$ cat config.mk
export PLATFORM = sky130hd
export DESIGN_NAME = piso_shift_reg
export DESIGN_NICKNAME = d
export VERILOG_FILES = /design/src/rtl/piso_shift_reg.sv
export SDC_FILE = /design/constraint.sdc
export NUM_CORES = 1
export LEC_CHECK = 0
export BUFFER_PORTS_ARGS = -buffer_cell sky130_fd_sc_hd__buf_4
export CAP_MARGIN = 10
export CORE_MARGIN = 1.5
export CORE_UTILIZATION = 45
export CTS_CLUSTER_SIZE = 20
export DETAILED_ROUTE_END_ITERATION = 8
export PLACE_DENSITY_LB_ADDON = 0.2
export SKIP_LAST_GASP = 1
export SYNTH_ARGS = -nofsm -noshare
export SYNTH_HDL_FRONTEND = slang
export SYNTH_SLANG_ARGS = --single-unit
$ cat constraint.sdc
create_clock -name clk -period 3.95 [get_ports clk]
set_input_delay 0.395 -clock clk [delete_from_list [all_inputs] [get_ports clk]]
set_output_delay 0.395 -clock clk [all_outputs]
set_load 0.01 [all_outputs]
$ cat src/rtl/piso_shift_reg.sv
// Parallel-in / serial-out shift register with valid/ready word load and
// per-load bit order; frames chain back-to-back without a gap cycle.
module piso_shift_reg #(
   parameter int unsigned MSB = 16
) (
   input  logic           clk,
   input  logic           rstn,
   input  logic           en,
   input  logic           dir,
   input  logic [MSB-1:0] din,
   input  logic           din_valid,
   output logic           din_ready,
   output logic           q,
   output logic           q_valid,
   output logic           busy,
   output logic           done
);

   localparam int unsigned CW = $clog2(MSB);
   localparam logic [0:0] IDLE  = 1'b0;
   localparam logic [0:0] SHIFT = 1'b1;
   localparam logic [CW-1:0] LAST_CNT = CW'(MSB - 1);

   logic [0:0]     state_q, state_d;
   logic [MSB-1:0] shreg_q, shreg_d;
   logic [CW-1:0]  cnt_q, cnt_d;
   logic           dir_q, dir_d;
   logic           done_q, done_d;
   logic           last_bit;
   logic           load;

   assign last_bit  = (state_q == SHIFT) && (cnt_q == LAST_CNT) && en;
   assign din_ready = (state_q == IDLE) || last_bit;
   assign load      = din_valid && din_ready;

   assign q_valid = (state_q == SHIFT);
   assign busy    = (state_q == SHIFT);
   assign done    = done_q;
   assign q       = q_valid ? (dir_q ? shreg_q[MSB-1] : shreg_q[0]) : 1'b0;

   // state register
   always_ff @(posedge clk or negedge rstn) begin
      if (!rstn) begin
         state_q <= IDLE;
         shreg_q <= '0;
         cnt_q   <= '0;
         dir_q   <= 1'b0;
         done_q  <= 1'b0;
      end else begin
         state_q <= state_d;
         shreg_q <= shreg_d;
         cnt_q   <= cnt_d;
         dir_q   <= dir_d;
         done_q  <= done_d;
      end
   end

   // next-state: shift on en, then a load (if any) overrides the shifted word
   always_comb begin
      state_d = state_q;
      shreg_d = shreg_q;
      cnt_d   = cnt_q;
      dir_d   = dir_q;
      done_d  = 1'b0;
      case (state_q)
         IDLE: begin
         end
         SHIFT: begin
            if (en) begin
               shreg_d = dir_q ? (shreg_q << 1) : (shreg_q >> 1);
               cnt_d   = cnt_q + CW'(1);
               if (last_bit) begin
                  done_d  = 1'b1;
                  state_d = IDLE;
               end
            end
         end
         default: state_d = IDLE;
      endcase
      if (load) begin
         shreg_d = din;
         dir_d   = dir;
         cnt_d   = '0;
         state_d = SHIFT;
      end
   end

endmodule

### Yosys cells after proc, flatten, opt, wreduce, memory -nomap -nowiden

Index checks and enable logic that the tools add are counted.

| storage, ports and cells | value |
|---|---|
| output and inout bits | 5 |
| register bits after elaboration | 23 |
| logic and storage cells | 31 |
| input port bits | 21 |

| cells by class | value |
|---|---|
| multiplexer cells | 16 |
| add/subtract/negate cells | 1 |
| equality and inequality tests | 1 |
| reduce and logical (&&, ||, !) cells | 7 |
| bitwise gates (word level) | 1 |

Operators by type and width:

| kind | count |
|---|---|
| 16-bit 2-to-1 mux | 4 |
| 4-bit 2-to-1 mux | 3 |
| 1-bit 2-to-1 mux | 9 |
| 4-bit by 1-bit adder with 4-bit output (second input constant) | 1 |
| 4-bit equality test (second input constant) | 1 |
| 2-bit nonzero test | 2 |
| 1-bit logical AND | 3 |
| 2-bit AND reduction | 1 |
| 1-bit logical OR | 1 |
| 1-bit inverter | 1 |

### Depth between registers and ports, before layout

Gate-level depths: netlist of the first run.

| logic depth | value |
|---|---|
| depth in word-level cells | 7 |
| gate-level depth with buffers | 5 |
| depth with buffers taken out | 4 |

### Least setup slack after synthesis of the first run

OpenSTA, ideal clock, no wires.

| path | value |
|---|---|
| path type | register -> register |
| from | reg cnt_q[0] |
| to | reg dir_q |
| cell stages (with the launch flop) | 5 |
| path buffers | 0 |
| path slack | 2576 ps |
| setup time | 125 ps |
| required time | 3825 ps |
| clock period less this slack | 1374 ps |
| data arrival time | 1249 ps |
| cell sequence | dfrtp_1 > ha_1 > nand4_1 > a21boi_2 > mux2_2 |

| between the ends | value |
|---|---|
| word-level cells in the longest chain between the ends | 5 |

RTL lines:

| element | line | RTL |
|---|---|---|
| start, declared | 26 | `logic [CW-1:0] cnt_q, cnt_d;` |
| start signal, assigned | 52 | `cnt_q <= cnt_d;` |
| 4-bit equality test | 32 | `assign last_bit = (state_q == SHIFT) && (cnt_q == LAST_CNT) && en;` |
| 1-bit logical AND (2 in series) | 32 |  |
| 1-bit logical OR | 33 | `assign din_ready = (state_q == IDLE) \|\| last_bit;` |
| 1-bit logical AND | 34 | `assign load = din_valid && din_ready;` |
| end signal, assigned | 53 | `dir_q <= dir_d;` |
| end, declared | 27 | `logic dir_q, dir_d;` |

Every way passes these cells.
A chain may end at the register's enable or synchronous reset.

### Worst setup path after layout of the first run

| path | value |
|---|---|
| from | reg dir_q |
| to | out q |

| between the ends | value |
|---|---|
| word-level cells in the longest chain between the ends | 2 |

RTL lines:

| element | line | RTL |
|---|---|---|
| 1-bit 2-to-1 mux (2 in series) | 39 | `assign q = q_valid ? (dir_q ? shreg_q[MSB-1] : shreg_q[0]) : 1'b0;` |
| end, declared | 13 | `output logic q,` |

Every way passes these cells.

==> impl_metrics.env, run 1 <==
export IMPL_status="complete, no violations"
export IMPL_vias=961
export IMPL_syn_area_per_cell_sq_um=10.5
export IMPL_grt_antenna_before_repair=0
export IMPL_fin_worst_hold_slack_ns=0.308
export IMPL_routed_wl_um=2510
export IMPL_cts_hold_repair_buffers=1
export IMPL_cts_buffers_inserted=3
export IMPL_place_hpwl_um=1750
export IMPL_min_delay_path_class="in2reg"
export IMPL_ys_warnings_count=0
export IMPL_detail_route_drc_violations=0
export IMPL_clk_pin_slew_ns=0.13
export IMPL_antenna_violating_nets_post_route=0
export IMPL_clock_root_buffer="sky130_fd_sc_hd__clkbuf_4"
export IMPL_gp_congestion=0.690
export IMPL_n_fill_cell=265
export IMPL_criticalPathCategory="reg2out"
export IMPL_clk_latency_ns=0.31
export IMPL_finalCriticalPeriod_ns=2.10
export IMPL_drt_pass1_iter_count=4
export IMPL_crit_path_max_fanout=18
export IMPL_layout_commonest_cell="sky130_fd_sc_hd__buf_4"
export IMPL_cts_htree_levels=1
export IMPL_place_ws_ns=2.12
export IMPL_ys_ff_latch=23
export IMPL_clock_skew_final_ns=0.00683
export IMPL_cell_count_after_synthesis=122
export IMPL_setup_viol=0
export IMPL_summed_negative_setup_slack_over_all_endpoints_ns=0
export IMPL_unrepaired_setup_endpoints_after_global_routing="false"
export IMPL_critical_path_cell_chain="mux2i_1 -> nor2b_1 -> buf_4"
export IMPL_finalHoldViolations=0
export IMPL_floorplan_die_area_sq_mm=0.00318
export IMPL_max_clock_path_buffers=2
export IMPL_worst_endpoint_arrival_ns=1.71
export IMPL_synth_cell_types=23
export IMPL_final_net_count=168
export IMPL_first_pass_grt_wire_length_um=4240
export IMPL_setup_worst_path_end_class="output port"
export IMPL_layout_worst_path_cycle_share_pct=53.2
export IMPL_die_height_um=56.4
export IMPL_slew_violations=0
export IMPL_placementRows=19
export IMPL_required_time_at_the_worst_slack_endpoint_ns=3.56
export IMPL_final_core_utilization_pct=54.7
export IMPL_worst_slew_pin_slew_ns=0.906
export IMPL_leakagePower_nw=0.730
export IMPL_power_per_cell_area_mw_per_mm2=542
export IMPL_floorplan_io_pins=26
export IMPL_count_of_cells_resized_by_post_cts_repair=0
export IMPL_worst_setup_path_start_kind="flip-flop"
export IMPL_grt_overflow_total=0
export IMPL_post_cts_setup_inserts=0
export IMPL_most_common_layout_cells="26 x sky130_fd_sc_hd__buf_4, 23 x sky130_fd_sc_hd__dfrtp_1, 21 x sky130_fd_sc_hd__nand2_1"
export IMPL_post_route_worst_setup_slack_ns=1.85
export IMPL_netlist_area_sq_mm=0.00128
export IMPL_diodes=0
export IMPL_vias_per_cell=5.46
export IMPL_die_w_um=56.4
export IMPL_buffer_ports_inserted=25
export IMPL_cap_viol_max_count=0
export IMPL_regToRegSetupSlack_ns=2.08
export IMPL_cp_slowest_stage_delay_ns=0.92
export IMPL_initial_utilization_pct=46.9
export IMPL_clock_tree_from_tritoncts="yes"
export IMPL_design_power_total_mw=0.810
export IMPL_first_global_vias=932
export IMPL_core_area_sq_mm=0.00273
export IMPL_ratio_of_cells_with_drive_above_1_in_the_final_layout_pct=29.7
export IMPL_relSlewSlack_pct=37.9
export IMPL_drt_iter0_drc=18
export IMPL_worst_path_cell_with_the_longest_stage_delay="sky130_fd_sc_hd__dfrtp_1"
export IMPL_avgRoutedWirePerCell_um=14.3
export IMPL_mappedNetlistNets=144
export IMPL_clock_sinks=23
export IMPL_worst_ir_drop_vdd_mv=0.399
export IMPL_area_growth_syn_to_layout_pct=16.7
export IMPL_grt_max_degree=24
export IMPL_grt_usage_pct=16.9
export IMPL_fmaxAchievable_ghz=0.475
export IMPL_synth_yosys_seq_area_share_pct=44.9
[kinds of logic (layout without fill, tap and decap cells)]
family / after synthesis / after routing / share of synthesized area [%]
muxes: 17 / 17 / 13.4
DFF: 23 / 23 / 44.9
and+or+nand+nor: 31 / 31 / 10.6
AOI/OAI and AO/OA: 25 / 25 / 20.6
buffers and inverters: 25 / 48 / 9.47
adders and majority gates: 1 / 1 / 0.976
[layer usage]
metal	GRT usage, %	wire (um)	vias up
met5	0	0	-
met4	7.14	16	0
met3	2.76	114	2
met2	27.4	1210	25
met1	22.5	1170	455
li1	-	-	479
[worst paths after layout]
check                                                to  cells past startpoint                 start
max in group asynchronous          cnt_q[2]$_DFFE_PN0P_                      2                  rstn
worst max register to register     cnt_q[2]$_DFFE_PN0P_                      4        busy$_DFF_PN0_
min in group asynchronous       shreg_q[14]$_DFFE_PN0P_                      2                  rstn
worst min-delay path                     busy$_DFF_PN0_                      2             din_valid
worst min register to register     cnt_q[0]$_DFFE_PN0P_                      1  cnt_q[0]$_DFFE_PN0P_
worst max-delay path                                  q                      3     dir_q$_DFFE_PN0P_
[critical path, delay by kind of cell (launching register included)]
family / cells / cell delay, ns
buffers and inverters: 1 / 0.14
flip-flops: 1 / 0.92
multiplexers: 1 / 0.28
AND/OR/NAND/NOR: 1 / 0.07
[flip-flops by register name, indices dropped and copies added (netlist names)]
register / count
dir_q: 1
cnt_q: 4
done: 1
shreg_q: 16
busy: 1
[synthesized netlist by cell type, drive strengths merged]
cell type  instances  share of area (%)
inv               17                5.0
nand4              1               0.49
a21oi              2               0.78
nand2b             3                1.5
nor2b              1               0.49
mux2               1               0.88
nand3              2               0.78
o21ai              4                1.6
a21boi             1               0.88
dfrtp             23                 45
a21bo              1               0.78
buf                8                4.5
or3                2               0.98
a41o               1               0.78
o221ai            16                 16
nand2             21                6.2
mux2i             16                 12
ha                 1               0.98
nor2               1               0.29
[power by group]
group	total (mW)	switching, mW	leakage (nW)	internal (mW)
combinational	0.264	0.107	0.411	0.158
sequential	0.436	0.116	0.302	0.321
clock	0.110	0.0723	0.0177	0.0378
[layout make-up]
type / count / area (sq um) / share of cell area [%]
Sequential cell: 23 / 576 / 38.5
Inverter: 17 / 63.8 / 4.27
Multi-Input combinational cell: 74 / 584 / 39.1
Tap cell: 31 / 38.8 / 2.59
Timing Repair Buffer: 27 / 205 / 13.7
Clock inverter: 1 / 5.00 / 0.335
Clock buffer: 3 / 22.5 / 1.51
[metrics by stage]
stage               cells  instance area (sq um)
finish                176                   1500
global route          176                   1500
CTS                   176                   1500
detailed placement    171                   1460
global placement      171                   1460
floorplan             122                   1280
(Power assumes the default switching activity.)
==> run 2: changes to the inputs <==
ABC_AREA = 1   (was default)
clock period = 1.9 ns   (was 3.95 ns; I/O delays follow)
==> run 2 against run 1 <==
Routed wire length is 10% higher. Critical path depth is 2 higher. Non-clock buffer count is 3 higher. Sequential share of layout area is 0.73 points lower. Flip-flop and latch count stayed put. Combinational power is 110% higher. Final cell count is 30% higher. Clock power is 110% higher. Synthesized area is 1.4% higher. Power is 97% higher. Largest power group unchanged.
==> impl_metrics.env, run 2 <==
export IMPL_status="complete, no violations"
export IMPL_initial_utilization_pct=47.1
export IMPL_clk_latency_ns=0.31
export IMPL_worst_ir_drop_vdd_mv=0.625
export IMPL_grt_antenna_before_repair=0
export IMPL_finalHoldViolations=0
export IMPL_dpl_instance_area_sq_mm=0.00149
export IMPL_wl_met2_um=1230
export IMPL_relSlewSlack_pct=64.2
export IMPL_regToRegSetupSlack_ns=0.37
export IMPL_count_of_cells_resized_by_post_cts_repair=0
export IMPL_netlist_area_sq_mm=0.00130
export IMPL_criticalPathCategory="reg2out"
export IMPL_grt_max_degree=24
export IMPL_clock_sinks=23
export IMPL_vias=1179
export IMPL_yosysTopAreaCellShare_pct=44.3
export IMPL_layout_commonest_cell="sky130_fd_sc_hd__nand3_1"
export IMPL_synth_cell_types=17
export IMPL_worst_slew_pin_slew_ns=0.537
export IMPL_required_time_at_the_worst_slack_endpoint_ns=1.71
export IMPL_cp_slowest_stage_delay_ns=0.39
export IMPL_r2r_start="busy$_DFF_PN0_"
export IMPL_vias_per_cell=5.15
export IMPL_wirelength_met1_um=1380
export IMPL_critical_path_reg2reg_endpoint="shreg_q[0]$_DFFE_PN0P_"
export IMPL_postSynth_topFlopCell="sky130_fd_sc_hd__dfrtp_1"
export IMPL_diodes=0
export IMPL_drt_iter0_drc=58
export IMPL_placementRows=19
export IMPL_summed_negative_setup_slack_over_all_endpoints_ns=0
export IMPL_n_fill_cell=267
export IMPL_ys_warnings_count=0
export IMPL_instances_no_fill=229
export IMPL_ratio_of_cells_with_drive_above_1_in_the_final_layout_pct=19.2
export IMPL_setup_worst_path_end_class="output port"
export IMPL_most_common_layout_cells="51 x sky130_fd_sc_hd__nand3_1, 41 x sky130_fd_sc_hd__nand2_1, 29 x sky130_fd_sc_hd__buf_4"
export IMPL_floorplan_io_pins=26
export IMPL_number_of_flops_mapped_to_enable_cells_by_yosys=0
export IMPL_area_growth_syn_to_layout_pct=17.3
export IMPL_hold_path_startpoint="dir"
export IMPL_layout_worst_path_cycle_share_pct=90.9
export IMPL_die_w_um=56.7
export IMPL_layout_top_registers="shreg_q: 16 flops, cnt_q: 4 flops"
export IMPL_buffer_ports_inserted=25
export IMPL_die_height_um=56.7
export IMPL_gp_congestion=0.790
export IMPL_first_global_vias=1125
export IMPL_dr_max_layer_used="met4"
export IMPL_ys_top_cells_by_count="51 x sky130_fd_sc_hd__nand3_1, 41 x sky130_fd_sc_hd__nand2_1, 23 x sky130_fd_sc_hd__dfrtp_1"
export IMPL_core_area_sq_mm=0.00276
export IMPL_timing_hold_worst_endpoint="dir_q$_DFFE_PN0P_"
export IMPL_finalCriticalPeriod_ns=1.73
export IMPL_setup_viol=0
export IMPL_unrepaired_setup_endpoints_after_global_routing="false"
export IMPL_clock_tree_from_tritoncts="yes"
export IMPL_antenna_violating_nets_post_route=0
export IMPL_placed_cells=224
export IMPL_top_register="shreg_q"
export IMPL_cts_buffers_inserted=3
export IMPL_stdcell_area_sq_mm=0.00152
export IMPL_largest_register_ffs=16
export IMPL_synth_async_sr_flop_share_pct=100
export IMPL_avgRoutedWirePerCell_um=12.1
export IMPL_grt_overflow_total=0
export IMPL_cts_htree_levels=1
export IMPL_cell_count_after_synthesis=176
export IMPL_final_net_count=221
export IMPL_first_pass_grt_wire_length_um=4860
export IMPL_clk_pin_slew_ns=0.12
export IMPL_syn_area_per_cell_sq_um=7.38
export IMPL_clock_skew_final_ns=0.00326
export IMPL_floorplan_die_area_sq_mm=0.00322
export IMPL_worst_r2r_cell_count=4
export IMPL_worst_endpoint_arrival_ns=1.54
export IMPL_routed_wl_um=2760
export IMPL_clock_root_buffer="sky130_fd_sc_hd__clkbuf_4"
export IMPL_place_hpwl_um=1890
export IMPL_drt_pass1_iter_count=4
export IMPL_synth_top_area_cell="sky130_fd_sc_hd__dfrtp_1"
export IMPL_worst_path_cell_with_the_longest_stage_delay="sky130_fd_sc_hd__dfrtp_1"
export IMPL_ys_ff_latch=23
export IMPL_wl_met3_um=128
export IMPL_critical_path_cell_chain="ha_1 -> nand3_1 -> o21bai_4 -> buf_4 -> buf_4"
export IMPL_detail_route_drc_violations=0
export IMPL_worst_setup_path_start_kind="flip-flop"
export IMPL_fmaxAchievable_ghz=0.579
export IMPL_max_clock_path_buffers=2
export IMPL_crit_path_max_fanout=18
export IMPL_critical_path_most_common_cell="sky130_fd_sc_hd__buf_4"
export IMPL_yosysMostFrequentCell="sky130_fd_sc_hd__nand3_1"
export IMPL_leakagePower_nw=0.743
export IMPL_cap_viol_max_count=0
export IMPL_mappedNetlistNets=198
export IMPL_min_delay_path_class="in2reg"
export IMPL_power_per_cell_area_mw_per_mm2=1050
export IMPL_synth_top_cells_by_area="sky130_fd_sc_hd__dfrtp_1 44%, sky130_fd_sc_hd__nand3_1 20%, sky130_fd_sc_hd__nand2_1 12%"
export IMPL_slew_violations=0
export IMPL_grt_usage_pct=18.9
export IMPL_min_path_cells=3
export IMPL_synth_yosys_seq_area_share_pct=44.3
## run 2: cell types whose count changed after synthesis, sizes merged, moves of 2 or more
cell / before / now
nand2b: 3 / 0
inv: 17 / 21
o221ai: 16 / 0
mux2i: 16 / 0
nand2: 21 / 42
nand3: 2 / 51
xor2: 0 / 2
o21ai: 4 / 17
clkbuf: 0 / 4
nor2: 1 / 5
or3: 2 / 0
## run 2: kinds of logic after synthesis
logic type               Yosys count  share of synthesized area (%)
AND/OR/NAND/NOR                   98                           33.4
buffers and inverters             33                           11.3
flip-flops                        23                           44.3
AO/OA/AOI/OAI                     19                           8.67
XOR/XNOR                           2                           1.35
adder cells (fa/ha/maj)            1                          0.963
## run 2: final cells by class
class | count | area, sq um | share of cell area, %
flip-flops and latches | 23 | 576 | 37.8
inverters | 21 | 78.8 | 5.17
clock buffers | 4 | 26.3 | 1.72
well taps | 31 | 38.8 | 2.55
repair buffers | 30 | 228 | 14.9
multi-input cells | 120 | 577 | 37.8
## run 2: how the worst max path moves through the flow
stage	startpoint	end	slack, ns
after floorplan	cnt_q[1]$_DFFE_PN0P_	shreg_q[3]$_DFFE_PN0P_	0.58
after global placement	cnt_q[1]$_DFFE_PN0P_	shreg_q[12]$_DFFE_PN0P_	0.45
after detailed placement	busy$_DFF_PN0_	shreg_q[5]$_DFFE_PN0P_	0.38
after CTS	cnt_q[1]$_DFFE_PN0P_	din_ready	0.15
after global routing	cnt_q[1]$_DFFE_PN0P_	din_ready	0.06
final	cnt_q[1]$_DFFE_PN0P_	din_ready	0.17
## run 2: per-stage QoR
step / worst slack (ns) / utilization (%) / hold slack [ns] / power (mW)
floorplan: 0.576 / - / -0.106 / 1.19
global route: 0.0556 / 55.3 / 0.0621 / 1.74
CTS: 0.148 / 55.3 / 0.0563 / 1.61
detailed placement: 0.379 / 53.9 / 0.106 / 1.37
finish: 0.173 / 55.3 / 0.0668 / 1.60
global placement: 0.450 / 53.9 / 0.101 / 1.36
## run 2: power breakdown
group | switching, mW | internal [mW]
clock | 0.145 | 0.0819
sequential | 0.149 | 0.657
combinational | 0.318 | 0.245
## run 2: repair_timing
item / 4_1_cts / 5_1_grt
hold endpoints to repair: 23 / 0
buffers inserted: 0 / 0
hold buffers: 1 / 0
## run 2: metal layers
layer  up-vias  GRT usage [%]
li1        615              -
met1       531           25.9
met2        29           31.6
met3         4           2.30
met4         0           5.10
met5         -              0
## run 2: critical path: cells and delay by family, from the launching register on
family	cells	cell delay, ns
compound gates	1	0.14
flops	1	0.39
buf+inv	2	0.40
simple gates	1	0.13
fa+ha+maj	1	0.17
